`config.mk`:
```
export PLATFORM = sky130hd
export DESIGN_NAME = float_div
export DESIGN_NICKNAME = d
export VERILOG_FILES = /design/src/rtl/float_pkg.sv /design/src/rtl/mant_div.sv /design/src/rtl/float_div.sv
export SDC_FILE = /design/constraint.sdc
export NUM_CORES = 1
export LEC_CHECK = 0
export ABC_AREA = 1
export CAP_MARGIN = 5
export CELL_PAD_IN_SITES_DETAIL_PLACEMENT = 1
export CELL_PAD_IN_SITES_GLOBAL_PLACEMENT = 2
export CORE_MARGIN = 1.5
export CORE_UTILIZATION = 33
export DETAILED_ROUTE_END_ITERATION = 12
export GPL_TIMING_DRIVEN = 0
export PLACE_DENSITY = 0.9
export SLEW_MARGIN = 20
export SYNTH_ARGS = -nofsm -noshare
export SYNTH_HDL_FRONTEND = slang
export SYNTH_SLANG_ARGS = --single-unit
```
`constraint.sdc`:
```
create_clock -name clk -period 2.9 [get_ports clk]
set_input_delay 0.29 -clock clk [delete_from_list [all_inputs] [get_ports clk]]
set_output_delay 0.29 -clock clk [all_outputs]
set_load 0.01 [all_outputs]
```
`src/rtl/float_pkg.sv`:
```
// float_pkg: shared single-precision constants, field helpers and the
// divider FSM state encoding. Imported by float_div and mant_div.
package float_pkg;

    localparam int EXP_BIAS  = 127;
    localparam int EXP_SHIFT = 23;
    localparam int EXP_W     = 8;
    localparam int MANT_W    = 23;
    localparam int SIG_W     = MANT_W + 1;   // mantissa with hidden bit
    localparam int QBITS     = 26;           // quotient bits, q[25] is integer bit
    localparam int CNT_W     = 5;            // wide enough to count QBITS iterations
    localparam int EXT_EXP_W = 10;           // signed working exponent

    localparam logic [EXP_W-1:0]            EXP_INF  = 8'hFF;
    localparam logic signed [EXT_EXP_W-1:0] BIAS_EXT = 10'(EXP_BIAS);

    // State encoding
    localparam logic [2:0] S_IDLE   = 3'd0;
    localparam logic [2:0] S_PREP   = 3'd1;
    localparam logic [2:0] S_DIV    = 3'd2;
    localparam logic [2:0] S_NORM   = 3'd3;
    localparam logic [2:0] S_ROUND  = 3'd4;
    localparam logic [2:0] S_FINISH = 3'd5;

    typedef enum logic [2:0] {
        ST_IDLE   = S_IDLE,
        ST_PREP   = S_PREP,
        ST_DIV    = S_DIV,
        ST_NORM   = S_NORM,
        ST_ROUND  = S_ROUND,
        ST_FINISH = S_FINISH
    } state_t;

    function automatic logic sign_of(input logic [31:0] f);
        return f[31];
    endfunction

    function automatic logic [EXP_W-1:0] exp_of(input logic [31:0] f);
        return f[EXP_SHIFT +: EXP_W];
    endfunction

    function automatic logic [MANT_W-1:0] mant_of(input logic [31:0] f);
        return f[MANT_W-1:0];
    endfunction

endpackage

```
`src/rtl/mant_div.sv`:
```
// mant_div: iterative restoring divider for 24-bit significands.
// One quotient bit per cycle, QBITS cycles after load.
// Ports:
//   clk, rst  : clock, synchronous active-high reset
//   load      : start a new division (dividend/divisor captured)
//   dividend  : {1, m1}
//   divisor   : {1, m2}
//   done      : high during the final iteration cycle; q is final after that edge
//   q         : floor(2^25 * dividend / divisor)
module mant_div
    import float_pkg::*;
(
    input  logic             clk,
    input  logic             rst,
    input  logic             load,
    input  logic [SIG_W-1:0] dividend,
    input  logic [SIG_W-1:0] divisor,
    output logic             done,
    output logic [QBITS-1:0] q
);

    // Remainder stays below 2*divisor < 2^25, so 25 bits suffice.
    logic [SIG_W:0]   rem;
    logic [SIG_W-1:0] div_r;
    logic [CNT_W-1:0] cnt;
    logic             busy;
    logic             ge;
    logic [SIG_W:0]   diff;

    assign ge   = rem >= {1'b0, div_r};
    assign diff = rem - {1'b0, div_r};
    assign done = busy && (cnt == CNT_W'(QBITS - 1));

    always_ff @(posedge clk) begin
        if (rst) begin
            rem   <= '0;
            div_r <= '0;
            cnt   <= '0;
            busy  <= 1'b0;
            q     <= '0;
        end else if (load) begin
            rem   <= {1'b0, dividend};
            div_r <= divisor;
            cnt   <= '0;
            busy  <= 1'b1;
            q     <= '0;
        end else if (busy) begin
            q   <= {q[QBITS-2:0], ge};
            // Both candidates are below 2^24 before the shift, so the top
            // bit dropped here is always zero.
            rem <= ge ? {diff[SIG_W-1:0], 1'b0} : {rem[SIG_W-1:0], 1'b0};
            cnt <= cnt + 1'b1;
            if (done) begin
                busy <= 1'b0;
            end
        end
    end

endmodule

```
`src/rtl/float_div.sv`:
```
// float_div: sequential IEEE-754 single-precision divider,
// float_out = float_in_1 / float_in_2, round-half-up on the first
// discarded quotient bit, denormals flushed to zero, NaN/inf not special.
// Ports:
//   clk, rst    : clock, synchronous active-high reset
//   start       : request, sampled only in IDLE
//   float_in_1  : dividend, captured on the accepting edge
//   float_in_2  : divisor, captured on the accepting edge
//   float_out   : registered quotient, holds until the next result
//   ready       : result valid
//   state       : current FSM state (observability)
// Handshake: a request is accepted on any edge where state is IDLE and
// start is high; ready drops on that edge and rises on the FINISH edge
// together with the new float_out, then stays high until the next accept.
module float_div
    import float_pkg::*;
(
    input  logic        clk,
    input  logic        rst,
    input  logic        start,
    input  logic [31:0] float_in_1,
    input  logic [31:0] float_in_2,
    output logic [31:0] float_out,
    output logic        ready,
    output state_t      state
);

    logic [31:0]                  a_r;
    logic [31:0]                  b_r;
    logic                         sign_r;
    logic signed [EXT_EXP_W-1:0]  exp_r;
    logic [MANT_W-1:0]            mant_r;
    logic                         rbit_r;
    logic                         special_r;
    logic [31:0]                  special_val_r;

    logic                         div_load;
    logic                         div_done;
    logic [QBITS-1:0]             q;
    logic [MANT_W:0]              mant_sum;
    logic                         a_zero;
    logic                         b_zero;

    assign a_zero   = exp_of(a_r) == '0;
    assign b_zero   = exp_of(b_r) == '0;
    assign div_load = (state == ST_PREP) && !a_zero && !b_zero;
    assign mant_sum = {1'b0, mant_r} + {{MANT_W{1'b0}}, rbit_r};

    mant_div u_mant_div (
        .clk      (clk),
        .rst      (rst),
        .load     (div_load),
        .dividend ({1'b1, mant_of(a_r)}),
        .divisor  ({1'b1, mant_of(b_r)}),
        .done     (div_done),
        .q        (q)
    );

    always_ff @(posedge clk) begin
        if (rst) begin
            state         <= ST_IDLE;
            a_r           <= '0;
            b_r           <= '0;
            sign_r        <= 1'b0;
            exp_r         <= '0;
            mant_r        <= '0;
            rbit_r        <= 1'b0;
            special_r     <= 1'b0;
            special_val_r <= '0;
            float_out     <= '0;
            ready         <= 1'b0;
        end else begin
            case (state)
                ST_IDLE: begin
                    if (start) begin
                        a_r   <= float_in_1;
                        b_r   <= float_in_2;
                        ready <= 1'b0;
                        state <= ST_PREP;
                    end
                end

                ST_PREP: begin
                    sign_r    <= sign_of(a_r) ^ sign_of(b_r);
                    exp_r     <= $signed({2'b00, exp_of(a_r)})
                               - $signed({2'b00, exp_of(b_r)}) + BIAS_EXT;
                    special_r <= 1'b0;
                    // Zero/denormal divisor wins over zero dividend, so 0/0 is inf.
                    if (b_zero) begin
                        special_r     <= 1'b1;
                        special_val_r <= {sign_of(a_r) ^ sign_of(b_r), EXP_INF, {MANT_W{1'b0}}};
                        state         <= ST_FINISH;
                    end else if (a_zero) begin
                        special_r     <= 1'b1;
                        special_val_r <= {sign_of(a_r) ^ sign_of(b_r), 31'h0};
                        state         <= ST_FINISH;
                    end else begin
                        state <= ST_DIV;
                    end
                end

                ST_DIV: begin
                    if (div_done) begin
                        state <= ST_NORM;
                    end
                end

                ST_NORM: begin
                    // Quotient of two [1,2) significands lies in (0.5, 2).
                    if (q[QBITS-1]) begin
                        mant_r <= q[QBITS-2:2];
                        rbit_r <= q[1];
                    end else begin
                        mant_r <= q[QBITS-3:1];
                        rbit_r <= q[0];
                        exp_r  <= exp_r - 10'sd1;
                    end
                    state <= ST_ROUND;
                end

                ST_ROUND: begin
                    // A carry out means the significand rolled to 2.0:
                    // field becomes zero and the exponent steps up.
                    mant_r <= mant_sum[MANT_W-1:0];
                    if (mant_sum[MANT_W]) begin
                        exp_r <= exp_r + 10'sd1;
                    end
                    state <= ST_FINISH;
                end

                ST_FINISH: begin
                    if (special_r) begin
                        float_out <= special_val_r;
                    end else if (exp_r >= 10'sd255) begin
                        float_out <= {sign_r, EXP_INF, {MANT_W{1'b0}}};
                    end else if (exp_r <= 10'sd0) begin
                        float_out <= {sign_r, 31'h0};
                    end else begin
                        float_out <= {sign_r, exp_r[EXP_W-1:0], mant_r};
                    end
                    ready <= 1'b1;
                    state <= ST_IDLE;
                end

                default: begin
                    state <= ST_IDLE;
                end
            endcase
        end
    end

endmodule

```
* Word level (Yosys, flattened, before mapping) *
Index checks and enable logic that the tools add are counted.
W data, S select, Z words.

storage, ports and cells
  bits in registers = 249
  bits of input ports = 67
  bits in writable memories = 0
  memory bits (read-only) = 0
  output and inout bits = 36
  bits in latches = 0
  memories kept = 0

operators by class
  shift-type cells = 0
  multiplexer cells = 26
  multipliers = 0
  $lt $le $gt $ge = 3
  eq/ne operators = 10
  div/mod/pow operators = 0
  reductions and logical operators = 19
  $add $sub $neg = 7
  bitwise logic cells = 1

operator list
  kind                     number
  $mux W32                 3
  $mux W31                 2
  $mux W24                 2
  $pmux W23 S2             1
  $pmux W10 S3             1
  $ge A25 B24 Y1           1
  $mux W25                 1
  $add A23 B1 Y24          1
  $sub A24 B24 Y24         1
  $mux W23                 1
  $mux W10                 2
  $logic_not A8 Y1         2
  $pmux W3 S5              1
  $mux W3                  4
  $add A10 B2 Y10 const B  1
  $add A9 B8 Y10 const B   1
  $ge A10 B9 Y1 const B    1
  $le A10 B1 Y1 const B    1
  $sub A10 B2 Y10 const B  1
  $sub A8 B8 Y9            1
  $ne A2 B2 Y1 const B     4
  $reduce_and A2 Y1        4
  $reduce_bool A2 Y1       4
  $mux W1                  7
  13 further kinds         18

* Logic depth before layout (Yosys ltp) *
  word-level depth = 5
  mapped depth = 17
  gate-level depth less buffers = 17

* Cells and area by module *
A second synthesis with hierarchy kept.

second synthesis, totals
  cell total of the unflattened synthesis = 1,881
  area total of the unflattened synthesis = 12,538.3 µm²

modules (own cells, without submodules)
  module     instances  cells an instance  area an instance (µm²)
  float_div  1          1,049              7,293.2
  mant_div   1          832                5,245.0

* Least setup slack after synthesis *
No wires, ideal clock.

  kind = flip-flop to flip-flop
  start = register state[0]
  end = register exp_r[5]
  path buffers = 1
  arrival = 2,293 ps
  stages on the path, launching flop included = 13
  path slack = 498 ps
  path through = dfxtp_1 > nor2_1 > nand2_2 > clkbuf_1 > ha_1 > inv_1 > nor3_1 > a21oi_1 > or2_2 > nand3_1 > nand3_1 > nand2_1 > inv_1

on the way
  cells in the longest elaborated chain, start to end = 3

ends and longest elaborated chain
  element                                                              RTL line          RTL
  from (decl)                                                          float_div.sv:25   output state_t state
  from (signal assigned)                                               float_div.sv:61   state <= ST_IDLE;
  from (signal assigned)                                               float_div.sv:79   state <= ST_PREP;
  from (signal assigned)                                               float_div.sv:92   state <= ST_FINISH;
  $eq A3 B2 Y1, or another cell as far along                           float_div.sv:73   case (state)
  $ne A2 B2 Y1 (no source line) or $reduce_bool A3 Y1 (tied branches)  --
  $reduce_and A3 Y1 (no source line)                                   --
  to (signal assigned)                                                 float_div.sv:85   exp_r <= $signed({2'b00, exp_of(a_r)})
  to (signal assigned)                                                 float_div.sv:116  exp_r <= exp_r - 10'sd1;
  to (signal assigned)                                                 float_div.sv:126  exp_r <= exp_r + 10'sd1;
  to (decl)                                                            float_div.sv:31   logic signed [EXT_EXP_W-1:0] exp_r;

Parallel ways exist; a longest one is shown, timed or not.
A chain may end at the register's enable or synchronous reset.

* Worst setup path in the final report *
Ends and elaborated chain as after synthesis.

==> qor.csv <==
stage,metric,value,unit
final_layout,diodes,0,
logic_synthesis,yosys-top-cells-area,"dfxtp_1 (36%), nand2_1 (9.7%), inv_1 (9.5%)",
clocking,cts.sinks,219,
clocking,cts_tree,built,
route,drc_errors,0,
logic_synthesis,ys_types,51,
grt,grt_pass1_vias,13200,
logic_synthesis,syn-num-nets,1952,
final_layout,fillCellCount,4695,
sta,hold-worst-slack,364,ps
clocking,ctsLongestPathBuffers,3,
floorplanning,fp.dieH,196,microns
final_layout,final-seq-area,0.00438,sq mm
sta,timing.fmax,385,MHz
placement,placed_cell_area,0.0139,sq mm
worst_setup_path,crit_start,state[0],
logic_synthesis,async_flop_share,0,
route,vias,12400,
route,first_pass_iters,5,
clocking,h-tree-depth,1,
route,drt_iter0_drc,488,
final_layout,layout.nets,2082,
grt,antenna_found_initial,1,
final_layout,syn_to_final_growth,20.3,%
floorplanning,start_util,0.336,
placement,port_buffers,102,
grt,grt_max_degree,28,
route,wirelength,42500,microns
logic_synthesis,syn_avg_cell_area,6.70,sq um
sta,rsz0062_at_grt,no,
final_layout,final_util,0.404,
route,wl_per_cell,17.3,microns
outcome,status,completed,
floorplanning,coreArea,0.0367,sq mm
final_layout,final_common_cell,nand2_1,
placement,gp_congestion,0.901,
worst_setup_path,cp.required,3360,ps
sta,final_hold_viol_count,0,
logic_synthesis,synth_seq_cells,219,
sta,skew,16.5,ps
sta,setup_violations,0,
worst_setup_path,cp_data_arrival_time,3060,ps
logic_synthesis,synth_warnings,0,
clocking,cts_hold_buf,0,
sta,worst_pin_slew,822,ps
floorplanning,die_x,196,microns
sta,setup_ws,300,ps
grt,grt_usage,0.224,
floorplanning,dieArea,0.0385,sq mm
clocking,clkLatencyLatePin,560,ps
clocking,cts_buffers,27,
placement,dpl.hpwl,33300,microns
logic_synthesis,yosys.area.top_type,dfxtp_1,
logic_synthesis,ys.flop_type,dfxtp_1,
logic_synthesis,postSynthCellCount,1837,
sta,finalMaxSlewViolations,0,
floorplanning,rows,70,
logic_synthesis,syn_area,0.0123,sq mm
grt,grt_pass1_wl,69900,microns
worst_setup_path,r2r-start,state[0],
worst_hold_path,hold_path.startpoint,float_in_2[15],
logic_synthesis,synth_top_area_frac,0.356,
sta,finalCriticalPeriod,2600,ps
worst_setup_path,critPathKind,reg2reg,
route,vias_per_cell,5.08,
clocking,post-cts-setup-buffers,0,
worst_setup_path,worstPathMaxFanout,27,
worst_setup_path,start_kind,flop,
placement,pre_cts_slack,-165,ps
flow_run,drv_cap,0,
worst_hold_path,hp-class,in2reg,
floorplanning,ioPinCount,103,
sta,relSlewSlack,0.452,
clocking,cts-root-buf,clkbuf_16,
final_layout,final_cell_area,0.0148,sq mm
clocking,path_clk_slew,60,ps
worst_setup_path,end_kind,flop,
final_layout,layout-drive-gt1-share,0.0505,
final_layout,final_cell_mix,"nand2_1 (319), inv_1 (312), a21oi_1 (219), dfxtp_1 (219), o21ai_0 (156)",
sta,finalCritPeriodShare,0.897,
route,ant_nets,0,
logic_synthesis,ys_seq_area_frac,0.356,
logic_synthesis,synth_edf_count,0,
final_layout,multi_input_area,0.00636,sq mm
grt,overflow,0,
==> kinds of logic after synthesis <==
| logic type | share of synthesized area |
|---|---|
| xor+xnor | 0.0242 |
| buf+inv | 0.128 |
| fa+ha+maj | 0.0500 |
| mux | 0.000813 |
| flops | 0.356 |
| compound gates | 0.206 |
| simple gates | 0.235 |
==> path summary, 6_finish.rpt <==
check                           slack, ps  cells past startpoint       end
worst min register to register        440                      2    b_r[9]
worst max register to register        300                     11  exp_r[5]
worst min-delay path                  360                      3   b_r[15]
worst max-delay path                  300                     11  exp_r[5]
==> stage by stage <==
| step | TNS (ps) | std cells |
|---|---|---|
| 2_1_floorplan | 0 | 1837 |
| 3_3_place_gp | -174 | 2407 |
| 3_5_place_dp | -574 | 2407 |
| 4_1_cts | 0 | 2449 |
| 5_1_grt | 0 | 2449 |
| 6_report | 0 | 2449 |
==> critical path, stage by stage, from the launching register on <==
cell and delay [ps]:
dfxtp_1 350, nor2_1 300, nand2_4 310, ha_1 460, inv_1 80, nor3_1 260, a21oi_1 130, or2_2 290
nand3_1 70, nand3_1 110, nand2_1 80, inv_1 40
==> cells in the mapped netlist, drive strengths merged (2+ instances only) <==
cell type    n
clkinv       2
o221ai       2
a32oi       22
xnor2       10
nand3       96
buf         29
nor4         6
or2          4
o21bai       6
a21oi      220
o22ai       23
ha          46
xor2        24
nor3        17
a31oi       12
inv        318
a221oi       8
nor3b        2
o211ai       4
nand4       48
clkbuf      58
nor2       161
fa           2
nand3b       3
nand2      326
a211oi       2
o21ai      161
dfxtp      219
==> flip-flops by register name (all words and copies together) (netlist names) <==
| name | flops |
|---|---|
| special_val_r | 2 |
| exp_r | 10 |
| b_r | 32 |
| u_mant_div.cnt | 5 |
| u_mant_div.div_r | 24 |
| float_out | 32 |
| special_r | 1 |
| u_mant_div.q | 26 |
| ready | 1 |
| a_r | 32 |
| rbit_r | 1 |
| state | 3 |
| u_mant_div.busy | 1 |
| u_mant_div.rem | 25 |
| sign_r | 1 |
| mant_r | 23 |
==> area by class of cell <==
cell class / instances / area share
tap: 468 / 0.0395
inverter: 320 / 0.0812
buffer: 86 / 0.0252
multi-input combinational: 1211 / 0.429
timing repair buffer: 102 / 0.0689
clock inverter: 5 / 0.00625
sequential: 219 / 0.296
clock buffer: 38 / 0.0538
==> timing repair <==
action,in CTS,in global routing
gates cloned,0,0
gates resized for setup,0,1
pin swaps,0,0
endpoints found under the setup margin,6,3
==> per-layer routing <==
metal / share of wire / vias to the layer above / global-route usage
met3: 0.028 / 66 / 0.0282
met2: 0.50 / 136 / 0.419
met1: 0.44 / 5962 / 0.272
met5: 0.00021 / - / 0
met4: 0.023 / 2 / 0.0527
li1: - / 6273 / -
Power is not shown: default switching activity piles up to over one toggle a cycle in this logic, so the estimate is an artifact.
